===== src/rtl/dbg_system_interface.sv =====
// Host-side root of the debug ring: host word stream <-> DI packets, plus the subnet control module (SCM).
// Latency: host word -> ring FIFO output 1 cycle; SCM response queued 1 cycle after the request's last flit.
// Backpressure: glip_in_ready follows the selected sink (ring FIFO / SCM); ring_in_ready[0] drops while a buffered packet drains.
//
// Ports: clk/rst (async active-high); glip_in_* host->chip words; glip_out_* chip->host words;
//        ring_out_* / ring_in_* two-channel ring (only channel 0 carries traffic); sys_rst/cpu_rst reset outputs.

module dbg_fifo #(
    parameter int WIDTH = 17,
    parameter int DEPTH = 4
) (
    input  logic             clk,
    input  logic             rst,
    input  logic             in_vld,
    input  logic [WIDTH-1:0] in_dat,
    output logic             in_rdy,
    output logic             out_vld,
    output logic [WIDTH-1:0] out_dat,
    input  logic             out_rdy
);
    localparam int AW = $clog2(DEPTH);
    localparam logic [AW:0] FULL_CNT = DEPTH[AW:0];

    logic [WIDTH-1:0] mem [DEPTH];
    logic [AW-1:0]    wr_ptr;
    logic [AW-1:0]    rd_ptr;
    logic [AW:0]      count;
    logic             push;
    logic             pop;

    assign out_vld = (count != '0);
    assign out_dat = mem[rd_ptr];
    // A full FIFO still accepts when the head leaves in the same cycle.
    assign in_rdy  = (count != FULL_CNT) | out_rdy;
    assign push    = in_vld & in_rdy;
    assign pop     = out_vld & out_rdy;

    always_ff @(posedge clk or posedge rst) begin
        if (rst) begin
            wr_ptr <= '0;
            rd_ptr <= '0;
            count  <= '0;
        end else begin
            if (push) wr_ptr <= wr_ptr + 1'b1;
            if (pop)  rd_ptr <= rd_ptr + 1'b1;
            if (push && !pop)      count <= count + 1'b1;
            else if (pop && !push) count <= count - 1'b1;
        end
    end

    always_ff @(posedge clk) begin
        if (push) mem[wr_ptr] <= in_dat;
    end
endmodule

module dbg_system_interface #(
    parameter int SYSTEM_VENDOR_ID         = 2,
    parameter int SYSTEM_DEVICE_ID         = 1,
    parameter int NUM_MODULES              = 1,
    parameter int SUBNET_BITS              = 6,
    parameter int LOCAL_SUBNET             = 0,
    parameter int MAX_PKT_LEN              = 12,
    parameter int DEBUG_ROUTER_BUFFER_SIZE = 4
) (
    input  logic        clk,
    input  logic        rst,
    input  logic [15:0] glip_in_data,
    input  logic        glip_in_valid,
    output logic        glip_in_ready,
    output logic [15:0] glip_out_data,
    output logic        glip_out_valid,
    input  logic        glip_out_ready,
    output logic [31:0] ring_out_data,
    output logic [1:0]  ring_out_last,
    output logic [1:0]  ring_out_valid,
    input  logic [1:0]  ring_out_ready,
    input  logic [31:0] ring_in_data,
    input  logic [1:0]  ring_in_last,
    input  logic [1:0]  ring_in_valid,
    output logic [1:0]  ring_in_ready,
    output logic        sys_rst,
    output logic        cpu_rst
);
    localparam logic [15:0] SCM_ID      = 16'(LOCAL_SUBNET << (16 - SUBNET_BITS));
    localparam int          CW          = $clog2(MAX_PKT_LEN + 1);
    localparam logic [CW-1:0] MAX_CNT   = CW'(MAX_PKT_LEN);
    localparam logic [15:0] ADDR_SYSRST = 16'h0204;
    localparam logic [3:0]  SUB_RD      = 4'b0000;
    localparam logic [3:0]  SUB_WR      = 4'b0001;
    localparam logic [3:0]  RSP_RD_OK   = 4'b1000;
    localparam logic [3:0]  RSP_RD_ERR  = 4'b1001;
    localparam logic [3:0]  RSP_WR_OK   = 4'b1010;
    localparam logic [3:0]  RSP_WR_ERR  = 4'b1011;

    // ---------------- ingress: host words -> ring FIFO / SCM ----------------
    typedef enum logic [1:0] {IN_LEN, IN_HDR, IN_FWD, IN_SCM} in_state_t;
    in_state_t   in_state, in_state_nxt;
    logic [15:0] in_remain, in_remain_nxt;
    logic        in_rdy, in_last;
    logic        fifo_push, scm_push;
    logic        fifo_in_rdy, fifo_out_vld;
    logic [16:0] fifo_out_dat;
    logic        scm_free;

    always_comb begin
        in_state_nxt  = in_state;
        in_remain_nxt = in_remain;
        in_rdy        = 1'b0;
        fifo_push     = 1'b0;
        scm_push      = 1'b0;
        in_last       = (in_remain == 16'd1);
        case (in_state)
            IN_LEN: begin
                in_rdy = 1'b1;
                if (glip_in_valid && glip_in_data != 16'd0) begin
                    in_remain_nxt = glip_in_data;
                    in_state_nxt  = IN_HDR;
                end
            end
            IN_HDR: begin
                // The destination flit itself selects the sink, so ready depends on the data.
                if (glip_in_data == SCM_ID) begin
                    in_rdy   = scm_free;
                    scm_push = glip_in_valid & scm_free;
                end else begin
                    in_rdy    = fifo_in_rdy;
                    fifo_push = glip_in_valid & fifo_in_rdy;
                end
            end
            IN_FWD: begin
                in_rdy    = fifo_in_rdy;
                fifo_push = glip_in_valid & fifo_in_rdy;
            end
            IN_SCM: begin
                in_rdy   = scm_free;
                scm_push = glip_in_valid & scm_free;
            end
            default: in_state_nxt = IN_LEN;
        endcase
        if (fifo_push || scm_push) begin
            in_remain_nxt = in_remain - 16'd1;
            if (in_last)       in_state_nxt = IN_LEN;
            else if (scm_push) in_state_nxt = IN_SCM;
            else               in_state_nxt = IN_FWD;
        end
    end

    always_ff @(posedge clk or posedge rst) begin
        if (rst) begin
            in_state  <= IN_LEN;
            in_remain <= '0;
        end else begin
            in_state  <= in_state_nxt;
            in_remain <= in_remain_nxt;
        end
    end

    assign glip_in_ready = in_rdy & ~rst;

    dbg_fifo #(.WIDTH(17), .DEPTH(DEBUG_ROUTER_BUFFER_SIZE)) u_ring_out_fifo (
        .clk     (clk),
        .rst     (rst),
        .in_vld  (fifo_push),
        .in_dat  ({in_last, glip_in_data}),
        .in_rdy  (fifo_in_rdy),
        .out_vld (fifo_out_vld),
        .out_dat (fifo_out_dat),
        .out_rdy (ring_out_ready[0])
    );

    assign ring_out_data  = {16'h0000, fifo_out_dat[15:0]};
    assign ring_out_last  = {1'b0, fifo_out_dat[16]};
    assign ring_out_valid = {1'b0, fifo_out_vld};

    // ---------------- SCM ----------------
    logic [2:0]  req_cnt;    // flits seen in current request, saturating at 5
    logic [15:0] req_src, req_addr;
    logic [1:0]  req_type;
    logic [3:0]  req_sub;
    logic        req_proc;   // request complete, evaluate this cycle
    logic        resp_vld, resp_long, resp_done;
    logic [15:0] resp_dest, resp_flags, resp_data;
    logic [1:0]  sysrst;
    logic        rd_ok;
    logic [15:0] rd_val;

    // Busy from the last request flit until its response has left the egress.
    assign scm_free = ~req_proc & ~resp_vld;

    always_comb begin
        rd_ok  = 1'b1;
        rd_val = 16'h0000;
        case (req_addr)
            16'h0000:    rd_val = 16'h0001;
            16'h0001:    rd_val = 16'h0001;
            16'h0002:    rd_val = 16'h0000;
            16'h0200:    rd_val = 16'(SYSTEM_VENDOR_ID);
            16'h0201:    rd_val = 16'(SYSTEM_DEVICE_ID);
            16'h0202:    rd_val = 16'(NUM_MODULES);
            16'h0203:    rd_val = 16'(MAX_PKT_LEN);
            ADDR_SYSRST: rd_val = {14'd0, sysrst};
            default:     rd_ok  = 1'b0;
        endcase
    end

    always_ff @(posedge clk or posedge rst) begin
        if (rst) begin
            req_cnt    <= '0;
            req_src    <= '0;
            req_type   <= '0;
            req_sub    <= '0;
            req_addr   <= '0;
            req_proc   <= 1'b0;
            resp_vld   <= 1'b0;
            resp_long  <= 1'b0;
            resp_dest  <= '0;
            resp_flags <= '0;
            resp_data  <= '0;
            sysrst     <= '0;
        end else begin
            if (scm_push) begin
                if (req_cnt != 3'd5) req_cnt <= req_cnt + 3'd1;
                case (req_cnt)
                    3'd1: req_src <= glip_in_data;
                    3'd2: begin
                        req_type <= glip_in_data[15:14];
                        req_sub  <= glip_in_data[13:10];
                    end
                    3'd3: req_addr <= glip_in_data;
                    // The write lands as soon as the wdata flit is taken, not when the response is built.
                    3'd4: if (req_type == 2'b00 && req_sub == SUB_WR && req_addr == ADDR_SYSRST)
                              sysrst <= glip_in_data[1:0];
                    default: ;
                endcase
                if (in_last) req_proc <= 1'b1;
            end
            if (req_proc) begin
                req_proc <= 1'b0;
                req_cnt  <= '0;
                // Unknown type/subtype or a packet too short to carry flags: silently dropped.
                if (req_cnt >= 3'd3 && req_type == 2'b00 && (req_sub == SUB_RD || req_sub == SUB_WR)) begin
                    resp_vld  <= 1'b1;
                    resp_dest <= req_src;
                    resp_data <= rd_val;
                    resp_long <= 1'b0;
                    if (req_sub == SUB_RD) begin
                        if (req_cnt >= 3'd4 && rd_ok) begin
                            resp_flags <= {2'b00, RSP_RD_OK, 10'd0};
                            resp_long  <= 1'b1;
                        end else begin
                            resp_flags <= {2'b00, RSP_RD_ERR, 10'd0};
                        end
                    end else if (req_cnt == 3'd5 && req_addr == ADDR_SYSRST) begin
                        resp_flags <= {2'b00, RSP_WR_OK, 10'd0};
                    end else begin
                        resp_flags <= {2'b00, RSP_WR_ERR, 10'd0};
                    end
                end
            end
            if (resp_done) resp_vld <= 1'b0;
        end
    end

    assign sys_rst = rst | sysrst[0];
    assign cpu_rst = rst | sysrst[0] | sysrst[1];

    // ---------------- ring ingress packet buffer ----------------
    logic [15:0]   rb_mem [MAX_PKT_LEN];
    logic [CW-1:0] rb_cnt;
    logic          rb_done;  // complete packet held, waiting to drain
    logic          rb_push, ring_drained;

    assign rb_push       = ring_in_valid[0] & ~rb_done;
    assign ring_in_ready = {1'b1, ~rb_done};

    always_ff @(posedge clk or posedge rst) begin
        if (rst) begin
            rb_cnt  <= '0;
            rb_done <= 1'b0;
        end else begin
            if (rb_push) begin
                if (rb_cnt != MAX_CNT) rb_cnt <= rb_cnt + CW'(1);
                if (ring_in_last[0])   rb_done <= 1'b1;
            end
            if (ring_drained) begin
                rb_cnt  <= '0;
                rb_done <= 1'b0;
            end
        end
    end

    always_ff @(posedge clk) begin
        if (rb_push && rb_cnt != MAX_CNT) rb_mem[rb_cnt] <= ring_in_data[15:0];
    end

    // ---------------- egress arbiter: whole packets, SCM first ----------------
    typedef enum logic [1:0] {EG_IDLE, EG_SCM, EG_RING} eg_state_t;
    eg_state_t     eg_state, eg_state_nxt;
    logic [CW-1:0] eg_idx, eg_idx_nxt;  // 0 = length word, k = flit k
    logic [CW-1:0] eg_len;
    logic          eg_last;

    always_comb begin
        eg_state_nxt   = eg_state;
        eg_idx_nxt     = eg_idx;
        eg_len         = resp_long ? CW'(4) : CW'(3);
        if (eg_state == EG_RING) eg_len = rb_cnt;
        eg_last        = (eg_idx == eg_len);
        glip_out_valid = (eg_state != EG_IDLE);
        glip_out_data  = 16'(eg_len);
        resp_done      = 1'b0;
        ring_drained   = 1'b0;
        if (eg_idx != '0) begin
            if (eg_state == EG_RING) begin
                glip_out_data = rb_mem[eg_idx - CW'(1)];
            end else begin
                case (eg_idx)
                    CW'(1):  glip_out_data = resp_dest;
                    CW'(2):  glip_out_data = SCM_ID;
                    CW'(3):  glip_out_data = resp_flags;
                    default: glip_out_data = resp_data;
                endcase
            end
        end
        case (eg_state)
            EG_IDLE: begin
                eg_idx_nxt = '0;
                if (resp_vld)     eg_state_nxt = EG_SCM;
                else if (rb_done) eg_state_nxt = EG_RING;
            end
            default: begin
                if (glip_out_ready) begin
                    if (eg_last) begin
                        eg_state_nxt = EG_IDLE;
                        eg_idx_nxt   = '0;
                        resp_done    = (eg_state == EG_SCM);
                        ring_drained = (eg_state == EG_RING);
                    end else begin
                        eg_idx_nxt = eg_idx + CW'(1);
                    end
                end
            end
        endcase
    end

    always_ff @(posedge clk or posedge rst) begin
        if (rst) begin
            eg_state <= EG_IDLE;
            eg_idx   <= '0;
        end else begin
            eg_state <= eg_state_nxt;
            eg_idx   <= eg_idx_nxt;
        end
    end

    // Channel 1 is tied off; its inputs are intentionally ignored.
    logic unused_ch1;
    assign unused_ch1 = ^{ring_in_data[31:16], ring_in_last[1], ring_in_valid[1], ring_out_ready[1]};
endmodule


===== config.mk =====
export PLATFORM = sky130hd
export DESIGN_NAME = dbg_system_interface
export DESIGN_NICKNAME = d
export VERILOG_FILES = /design/src/rtl/dbg_system_interface.sv
export SDC_FILE = /design/constraint.sdc
export NUM_CORES = 1
export LEC_CHECK = 0
export CAP_MARGIN = 40
export CORE_MARGIN = 1
export CORE_UTILIZATION = 50
export DETAILED_ROUTE_END_ITERATION = 10
export PLACE_DENSITY = 0.79
export SKIP_CTS_REPAIR_TIMING = 1
export SYNTH_ARGS = -nofsm -noshare
export SYNTH_HDL_FRONTEND = slang
export SYNTH_HIERARCHICAL = 1
export SYNTH_SLANG_ARGS = --single-unit

===== constraint.sdc =====
create_clock -name clk -period 5.35 [get_ports clk]
set_input_delay 1.3375 -clock clk [delete_from_list [all_inputs] [get_ports clk]]
set_output_delay 1.3375 -clock clk [all_outputs]
set_load 0.005 [all_outputs]

# Yosys cells after proc, flatten, opt, wreduce, memory -nomap -nowiden
# Memories as Yosys holds them, arrays and structs flattened.
# Index checks and enable logic that the tools add are counted.
# totals
ff_bits	130
ramBits	260
inputBits	58
output_inout_bits	58
memories	2
# op_classes
addsub	9
order_cmp	2
n_eq_ne	27
n_mux	61
bitwise_logic	14
reduce_logical	49
# memory_table
name	depth	width	read_ports	rd_ports_with_merged_regs	wr	line	source
rb_mem	12	16	1	0	1	268	logic [15:0] rb_mem [MAX_PKT_LEN];
u_ring_out_fifo.mem	4	17	1	0	1	24	logic [WIDTH-1:0] mem [DEPTH];
# ops
cell	count
2-to-1 mux 16 bit	6
== test 16 x 10 -> 1 bit (second input constant)	5
case mux 16 bit (3 select lines)	1
== test 16 x 1 -> 1 bit (second input constant)	2
zero test 16 bit	2
2-to-1 mux 4 bit	7
2-to-1 mux 1 bit	26
nonzero test 2 bit	13
2-to-1 mux 11 bit	2
2-to-1 mux 2 bit	9
2-to-1 mux 3 bit	6
AND reduction 2 bit	9
== test 16 x 2 -> 1 bit (second input constant)	1
case mux 4 bit (4 select lines)	1
nonzero test 16 bit	1
subtractor 16 x 1 -> 16 bit (second input constant)	1
logical AND 1 bit	10
!= test 3 bit (second input constant)	3
adder 4 x 1 -> 4 bit (second input constant)	2
== test 4 x 1 -> 1 bit (second input constant)	2
== test 4 x 2 -> 1 bit (second input constant)	2
OR reduction 8 bit	1
AND 1 bit	7
adder 3 x 1 -> 3 bit (second input constant)	2
24 further kinds	41

# Longest topological paths before layout
# logic_depth
word_depth	10
mapped_depth	11
ltp_nobuf	11

# Modules after synthesis
# Netlist, hierarchy kept.
# modules_own_cells
mod	n_inst	cells_each	area_per_inst_um2	seq_area_each_um2
dbg_system_interface	1	827	12682.2	8192.9
dbg_fifo	1	126	2872.8	2217.1

# Least setup slack after synthesis
# Ideal clock, no wire load.
# synth_timing
path_type	flip-flop to output port
startpoint	register eg_idx[0]
endpoint	output port glip_out_data[10]
t_arrival_ps	2848
path_slack_ps	1164
path_stages_with_launch	11
n_path_buf	5
cell_sequence	dfrtp_1 buf_2 buf_2 buf_2 inv_1 ha_1 buf_1 buf_1 mux4_2 o21ai_0 o22ai_1
# synth_via
elab_chain_cells	4
word_cells_on_any_way	9
cone_classes	add/sub: 1; eq/ne: 3; mux: 3; reduce/logical: 1; memory: 1
# synth_rtl
element	line	source
start, declared	299	logic [CW-1:0] eg_idx, eg_idx_nxt;
start signal, assigned	352	eg_idx <= eg_idx_nxt;
subtractor 4 x 1 -> 4 bit (tied with other cells)	315	glip_out_data = rb_mem[eg_idx - CW'(1)];
memory (12 x 16 bit) or case mux 16 bit (3 select lines) (tied branches)	-	
2-to-1 mux 16 bit	314	if (eg_state == EG_RING) begin
2-to-1 mux 16 bit *	313	if (eg_idx != '0) begin
end, declared	70	output logic [15:0] glip_out_data,
# Mark *: on every way between the ends. The rest lies on a longest branch, timed or not.

# Worst setup path in the final report
# layout_timing
startpoint	register eg_idx[1]
endpoint	output port glip_out_data[5]
# The elaborated chain is that of the path after synthesis.

==> results by group <==
Outcome
  • Status: finished clean

Floorplanning
  • DIE AREA: 0.03182 mm^2
  • Row count: 64
  • Boundary Pins: 116
  • Core area: 0.03059 mm^2
  • Die Wd: 178.4 um
  • Die H: 178.4 um
  • Starting Density: 0.5085

Clock tree
  • CTS Buf Count: 36
  • Clk_lat worst skew: 520 ps
  • CTS H-tree depth: 2
  • CTS root buf: clkbuf_16
  • Clock Tree Buf Depth: 3
  • Num Clock Sinks: 364
  • CTS tree: yes
  • CTS clk-pin slew, worst paths: 60 ps

Global route
  • Vias in the first global route: 8968
  • GRT overflow: 0
  • All-layer global routing usage: 0.2212
  • First-pass GRT wire length: 52430 um
  • Initial antenna violation count: 0
  • Pin count of the biggest net entering global routing: 44

Setup path
  • Critical path's slowest cell: ha_2
  • WP data required: 4010 ps
  • CP Launch Type: flip-flop
  • Crit path kind: reg2out
  • CP Capture Type: primary output
  • Crit-path max FO: 26
  • CP cell instances: inv_1 -> ha_2 -> buf_12 -> mux4_2 -> mux2i_1 -> nand2_1 -> o21ai_0 -> o21ai_0 -> clkdlybuf4s50_1
  • CP most frequent cell: o21ai_0
  • Slowest stage delay, CP: 750 ps
  • Critical Path AT: 3640 ps
  • Critical path's top delay family: buffers and inverters
  • Buffers & Inverters on Critical Path: 3

Synth
  • Synth warn: 6
  • Synth unique cells: 69
  • Post-synth top cells: 260 x edfxtp_1, 104 x dfrtp_1, 65 x mux4_2
  • Post-synthesis sequential area ratio: 0.6692
  • Synth top area share: 0.5019
  • Ranking of synthesized cells by area: edfxtp_1 50%, dfrtp_1 17%, mux4_2 9.4%
  • Gate count of the mapped netlist: 953
  • Syn Area/Cell: 16.32 um^2
  • Post-synthesis instance area: 0.01555 mm^2
  • Post-synth EDFFs: 260
  • Post-synth top area cell: edfxtp_1
  • Top_reg_cell synth: edfxtp_1
  • Asr flop ratio synth: 0.2857
  • Number of synthesized register bits: 364
  • Count leader, synth: edfxtp_1

STA
  • Final slew viol count: 0
  • Final Hold Fails: 0
  • Final worst setup slack: 377.0 ps
  • Final setup viols: 0
  • Unrepaired setup endpoints after global routing: no
  • Max Clk Rate: 0.2011 GHz
  • Least-Margin Pin Slew: 891.4 ps
  • Setup TNS: 0 ps
  • Final min period: 4973 ps
  • Tcrit/Tclk final: 0.9295
  • Clk_skew: 20.11 ps
  • Slew headroom: 0.4051

Drt
  • WL met3: 2086 um
  • DRC errors left: 0
  • Top Layer Used: met4
  • Post-Route WL: 34190 um
  • Via count: 8869
  • 1st-pass router iterations: 5
  • Vias per inst: 5.956
  • DR WL/cell: 22.96 um
  • DRT met1 WL: 13750 um
  • DRT antenna net count: 0
  • Wire length on met2: 17580 um
  • DRT iter0 DRCs: 775

Layout
  • Antenna diode count: 0
  • Fillers: 2224
  • Multi-input combinational cell area: 0.004790 mm^2
  • Final #Nets: 1149
  • Share of cells above drive strength 1: 0.2242
  • Fin cells: 1489
  • Register cell area after layout: 0.01041 mm^2
  • Area Overhead vs Synth: 17.21%

Job
  • Max cap viols: 0

Placed design
  • GPL Wtd Cong: 0.9051
  • Worst slack at placement: 538.4 ps
  • Dpl cells: 1422
  • Final HPWL DP: 21020 um
  • PortBufs: 77

Worst hold path
  • Worst Hold Class: reg2reg

Power
  • LEAKAGE: 0.006810 uW
  • Tot Pwr: 9032 uW
  • Pwr dens: 495.4 mW/mm^2
  • Worst VDD drop: 0.3177 mV
==> per-layer routing <==
layer / up-vias / global-route usage
li1: 3916 / -
met1: 4535 / 0.2846
met2: 354 / 0.3860
met3: 64 / 0.03581
met4: 0 / 0.06462
met5: - / 0
==> cell families after synthesis <==
group,count (synthesis),synth area share
buffers and inverters,90,0.02936
DFF,364,0.6692
muxes,148,0.1524
adders and majority gates,26,0.02140
AOI/OAI and AO/OA,124,0.05534
xor gates and xnor gates,17,0.01005
other,2,0.0004828
and+or+nand+nor,182,0.06170
==> metrics by stage <==
stage / hold WS (ps) / util / area (um^2)
6_report: 475.9 / 0.5960 / 18230
5_1_grt: 511.2 / 0.5960 / 18230
4_1_cts: 473.1 / 0.5956 / 18220
3_5_place_dp: 452.8 / 0.5535 / 16930
3_3_place_gp: 453.0 / 0.5513 / 16860
2_1_floorplan: 435.1 / - / 15620
==> cell usage in the layout (no fill, tap or decap), types with 15 or more instances in the layout <==
master / n
nand2_1: 44
o21ai_0: 28
a21oi_1: 17
ha_1: 24
conb_1: 19
mux2_2: 59
nand3_1: 16
mux4_2: 65
dfrtp_1: 103
buf_4: 37
o211ai_1: 15
nor2_1: 39
mux2i_1: 22
edfxtp_1: 260
nor4_1: 15
clkdlybuf4s50_1: 77
clkbuf_16: 38
inv_1: 26
==> worst reg2reg max path: stages, from the launching register on <==
cell,delay (ps)
dfrtp_1,430
or4b_1,710
nand2_1,180
o2bb2ai_1,90
buf_4,180
nor2_1,570
nor2_1,270
a311oi_1,330
==> final timing paths <==
path | depth (start not counted) | start | slack [ps] | to
max | 9 | eg_idx[1]$_DFFE_PP0P_ | 380 | glip_out_data[5]
min | 1 | resp_flags[13]$_DFFE_PP0P_ | 480 | resp_flags[13]$_DFFE_PP0P_
max reg2reg | 7 | u_ring_out_fifo/count[0]$_DFFE_PP0P_ | 2480 | in_remain[7]$_DFFE_PP0P_
min reg2reg | 1 | resp_flags[13]$_DFFE_PP0P_ | 480 | resp_flags[13]$_DFFE_PP0P_
max in group asynchronous | 3 | rst | 3060 | req_src[9]$_DFFE_PP0P_
min in group asynchronous | 2 | rst | 1340 | u_ring_out_fifo/wr_ptr[1]$_DFFE_PP0P_
==> final cells by class <==
cell class | count | share of cell area
Clock buffer | 46 | 0.05600
Timing Repair Buffer | 120 | 0.06272
Multi-Input combinational cell | 516 | 0.2627
Sequential cell | 364 | 0.5712
Clock inverter | 20 | 0.01455
Tap cell | 396 | 0.02718
Inverter | 27 | 0.005696
==> power by group <==
part           switching, uW  leakage (uW)  total, uW  internal [uW]
Sequential               245       0.00369       3480           3230
Clock                   1050      0.000633       2700           1650
Combinational           1490       0.00248       2850           1360
==> registers in the layout, indices dropped and copies added, names as in the netlist, 2 cells and up <==
register,flops
resp_dest,16
resp_flags,3
u_ring_out_fifo/rd_ptr,2
req_cnt,3
u_ring_out_fifo/wr_ptr,2
in_state,2
in_remain,16
req_addr,16
req_src,16
eg_state,2
req_type,2
u_ring_out_fifo/count,3
rb_cnt,4
req_sub,4
sysrst,2
u_ring_out_fifo/mem,68
rb_mem,192
resp_data,3
eg_idx,4
Note: power is estimated with default switching activity, not from simulation.
